[config.mk]
export PLATFORM = sky130hd
export DESIGN_NAME = bin2bcd_seq
export DESIGN_NICKNAME = d
export VERILOG_FILES = /design/src/rtl/bin2bcd_seq.sv
export SDC_FILE = /design/constraint.sdc
export NUM_CORES = 1
export LEC_CHECK = 0
export ABC_CLOCK_PERIOD_IN_PS = 5260
export CAP_MARGIN = 30
export CORE_MARGIN = 3
export CORE_UTILIZATION = 59
export DETAILED_ROUTE_END_ITERATION = 8
export GPL_ROUTABILITY_DRIVEN = 0
export PLACE_DENSITY = 0.94
export SLEW_MARGIN = 30
export SYNTH_ARGS = -nofsm -noshare
export SYNTH_HDL_FRONTEND = slang
export SYNTH_SLANG_ARGS = --single-unit
[constraint.sdc]
create_clock -name clk -period 5.26 [get_ports clk]
set_clock_uncertainty 0.05 [all_clocks]
set_input_delay 0.526 -clock clk [delete_from_list [all_inputs] [get_ports clk]]
set_output_delay 0.526 -clock clk [all_outputs]
set_load 0.03 [all_outputs]
[src/rtl/bin2bcd_seq.sv]
// Sequential double-dabble binary to packed BCD converter.
// Holds the last result stable for the downstream display scanner.
module bin2bcd_seq #(
  parameter int BIN_W  = 32,
  parameter int DIGITS = 8
) (
  input  logic                  clk,
  input  logic                  rst,
  input  logic                  start,
  input  logic [BIN_W-1:0]      bin,
  output logic [DIGITS*4-1:0]   bcd,
  output logic                  busy,
  output logic                  done,
  output logic                  overflow
);

  localparam int SCR_W = DIGITS * 4;
  localparam int CNT_W = $clog2(BIN_W + 1);
  localparam int CAT_W = SCR_W + BIN_W;

  function automatic logic [63:0] pow10(input int n);
    logic [63:0] p;
    p = 64'd1;
    for (int i = 0; i < n; i++) p = p * 64'd10;
    return p;
  endfunction

  localparam logic [63:0] LIMIT = pow10(DIGITS);
  localparam logic [CNT_W-1:0] LAST = CNT_W'(BIN_W - 1);

  typedef enum logic [1:0] {
    IDLE  = 2'd0,
    SHIFT = 2'd1,
    FIN   = 2'd2
  } state_t;

  state_t           state;
  logic [BIN_W-1:0] shreg;
  logic [SCR_W-1:0] scratch;
  logic [SCR_W-1:0] adj;
  logic [CAT_W-1:0] cat;
  logic [CNT_W-1:0] cnt;
  logic [63:0]      bin_ext;
  logic             ovf_pend;

  assign bin_ext = 64'(bin);

  // Add-3 correction on every digit, all from the pre-shift value.
  always_comb begin
    adj = scratch;
    for (int d = 0; d < DIGITS; d++) begin
      if (scratch[d*4 +: 4] >= 4'd5)
        adj[d*4 +: 4] = scratch[d*4 +: 4] + 4'd3;
    end
  end

  assign cat = {adj, shreg} << 1;

  always_ff @(posedge clk or posedge rst) begin
    if (rst) begin
      state    <= IDLE;
      shreg    <= '0;
      scratch  <= '0;
      cnt      <= '0;
      ovf_pend <= 1'b0;
      bcd      <= '0;
      busy     <= 1'b0;
      done     <= 1'b0;
      overflow <= 1'b0;
    end else begin
      done <= 1'b0;
      unique case (state)
        IDLE: begin
          if (start) begin
            shreg    <= bin;
            scratch  <= '0;
            cnt      <= '0;
            ovf_pend <= (bin_ext >= LIMIT);
            busy     <= 1'b1;
            state    <= SHIFT;
          end
        end
        SHIFT: begin
          scratch <= cat[CAT_W-1:BIN_W];
          shreg   <= cat[BIN_W-1:0];
          cnt     <= cnt + 1'b1;
          if (cnt == LAST) state <= FIN;
        end
        FIN: begin
          if (ovf_pend) begin
            bcd      <= {DIGITS{4'h9}};
            overflow <= 1'b1;
          end else begin
            bcd      <= scratch;
            overflow <= 1'b0;
          end
          done  <= 1'b1;
          busy  <= 1'b0;
          state <= IDLE;
        end
        default: state <= IDLE;
      endcase
    end
  end

endmodule

==> qor.yml <==
run_status:
  status: "complete, no violations"
drt:
  wire_per_inst_um: 15.4
  vias: 4012
  drtPass1Iterations: 5
  antenna_left: 0
  via_per_inst: 5.89
  drt_iter0_markers: 207
  drc: 0
  drt-total-wl_um: 10500
critical_path:
  slowest_delay_ps: 710
  start_kind: "flip-flop"
  critPathTopFamily: "simple AND/OR/NAND/NOR gates"
  cp_num_buf_inv: 1
  critical_path.max_fanout: 53
  critical_path_required_ps: 5470
  crit_type: "flip-flop to flip-flop"
  path_cells: "nand2b_2 > buf_4 > o31ai_1 > a32o_1"
  reg2regPathDepth: 4
  arrival_ps: 2510
  critical_path.endpoint_type: "flip-flop"
  critPathSlowestCell: "nand2b_2"
  crit_cells: 4
synth:
  synth_seq_cells: 108
  ys_top_cells_by_area: "dfrtp_1 (54%), nor2_1 (5.8%), o21ai_0 (5.8%)"
  synth_ff_type: "dfrtp_1"
  yosysMostFrequentCell: "dfrtp_1"
  postSynthAreaPerCell_um2: 9.68
  synth_nets: 572
  synth_edf_count: 0
  yosys.area.top_type: "dfrtp_1"
  synth_area_mm2: 0.00503
  seq_area_frac_synth_pct: 53.7
  synth_cell_types: 35
  yosys-top-cells-count: "dfrtp_1 (108), nor2_1 (78), o21ai_0 (58)"
  netlist.area_leader.share_pct: 53.7
  netlist_instances: 520
  synth_async_sr_flop_share_pct: 100
  yosys_warnings: 0
global_route:
  grt_pass1_vias: 3949
  use_met2_pct: 36.2
  grt_pass1_wl_um: 18000
  globalRoute.totalOverflow: 0
  use_met3_pct: 4.07
  track_usage_pct: 22.6
  grt-busiest-layer: "met2"
  grt_use_met1_pct: 30.8
  grt_max_degree: 73
  antenna_found_initial: 0
final_layout:
  area_growth_pct: 17.8
  drive_gt1_share_pct: 6.42
  stdcell_area_mm2: 0.00593
  nNetsFinal: 624
  n_antenna_cell: 0
floorplanning:
  dieHeight_um: 98.3
  dieWidth_um: 98.3
  rows: 33
  design.core.area_mm2: 0.00826
  initial_core_util_pct: 60.9
  die_area_mm2: 0.00967
  pin_count: 70
min_path:
  hold_class: "flip-flop to flip-flop"
  min_path_cells: 2
clock_tree:
  cts_tree: "built"
  clk_latency_ps: 370
  cts-root-buf: "clkbuf_8"
  clkTransAtPathRegs_ps: 100
  cts_buffers: 9
  cts_max_path_buffers: 2
  cts_setup_buffers: 0
  htreeDepth: 3
  hold_buffers: 0
  clock_sinks: 108
  cts_resized: 0
power_and_ir_drop:
  ir_drop_uv: 248
  p_leak_uw: 0.00256
  power_density_mw_per_mm2: 513
flow_run:
  drv_cap: 0
sta:
  grt_setup_unrepaired: "no"
  fmax_mhz: 434
  slew_headroom_pct: 41.4
  hold_viol: 0
  setup-tns-final_ps: 0
  finalCritPeriodShare_pct: 43.8
  slew_violations: 0
  tightestPinTransition_ps: 880
  finalCriticalPeriod_ps: 2300
  setup_viol: 0
placed_design:
  port_buffers: 69
  place_area_mm2: 0.00573
  dp_hpwl_um: 7140
## state kept, by name, indices dropped and copies added, names as in the netlist
register and count:
bcd 32, busy 1, cnt 6, done 1, overflow 1, ovf_pend 1
scratch 32, shreg 32, state 2
## final timing paths
| path | from | end | slack, ps |
|---|---|---|---|
| min reg2reg | shreg[31]$_DFFE_PP0P_ | scratch[0]$_DFFE_PP0P_ | 430 |
| max in group asynchronous | rst | state[0]$_DFFE_PP0P_ | 3660 |
| max reg2reg | state[1]$_DFFE_PP0P_ | scratch[27]$_DFFE_PP0P_ | 2960 |
| min | shreg[31]$_DFFE_PP0P_ | scratch[0]$_DFFE_PP0P_ | 430 |
| max | state[1]$_DFFE_PP0P_ | scratch[27]$_DFFE_PP0P_ | 2960 |
| min in group asynchronous | rst | done$_DFF_PP0_ | 570 |
## kinds of logic after synthesis
kind of cell / Yosys count / share of synthesized area [%]
DFF: 108 / 53.7
muxes: 9 / 2.01
buffers and inverters: 52 / 4.70
and+or+nand+nor: 183 / 16.2
adders and majority gates: 17 / 4.23
AOI/OAI and AO/OA: 138 / 16.9
xor gates and xnor gates: 13 / 2.26
## worst reg2reg max path: cells and delay by family (launching register included)
family	cells	cell delay [ps]
compound gates	2	400
flops	1	490
simple gates	1	710
buf+inv	1	560
## cells in the final DEF, fill, tap and decap left out, drive strengths merged, types with 2 or more instances in the layout
cell and count:
o22ai 30, a21oi 16, nand2 47, dfrtp 108, clkdlybuf4s50 69, nor3b 5, nor2 78, inv 20
mux2 9, buf 5, o31ai 17, clkinv 3, xnor2 8, nor4 2, xor2 5, clkbuf 11
nand2b 17, nand3 28, a32o 8, o21ai 58, o32ai 3, ha 17
## layer usage
layer | routed length (µm) | share of wire [%] | vias up
li1 | - | - | 1914
met5 | 0 | 0 | -
met2 | 5100 | 49 | 143
met3 | 571 | 5.4 | 22
met4 | 209 | 2.0 | 0
met1 | 4620 | 44 | 1933
## stage by stage
stage / total power (µW) / hold slack [ps] / std cells / worst slack, ps / util (%)
global route: 3260 / 452 / 681 / 2760 / 71.8
floorplan: 2210 / 398 / 520 / 1840 / -
global placement: 2480 / 411 / 664 / 2650 / 69.2
CTS: 3050 / 433 / 680 / 2880 / 71.5
finish: 3040 / 432 / 681 / 2960 / 71.8
detailed placement: 2590 / 423 / 665 / 2510 / 69.4
## final cells by class
class / count / area [µm²]
Sequential cell: 108 / 2700
Clock inverter: 4 / 23.8
Fill cell: 608 / 2330
Timing Repair Buffer: 74 / 736
Tap cell: 105 / 131
Multi-Input combinational cell: 360 / 2100
Inverter: 19 / 76.3
Clock buffer: 11 / 151
## power breakdown
| group | switching [µW] | total (µW) | internal, µW |
|---|---|---|---|
| clock network | 267 | 462 | 195 |
| registers | 247 | 1380 | 1130 |
| logic | 645 | 1200 | 556 |
| total | 1160 | 3040 | 1880 |
(Power assumes the default switching activity.)
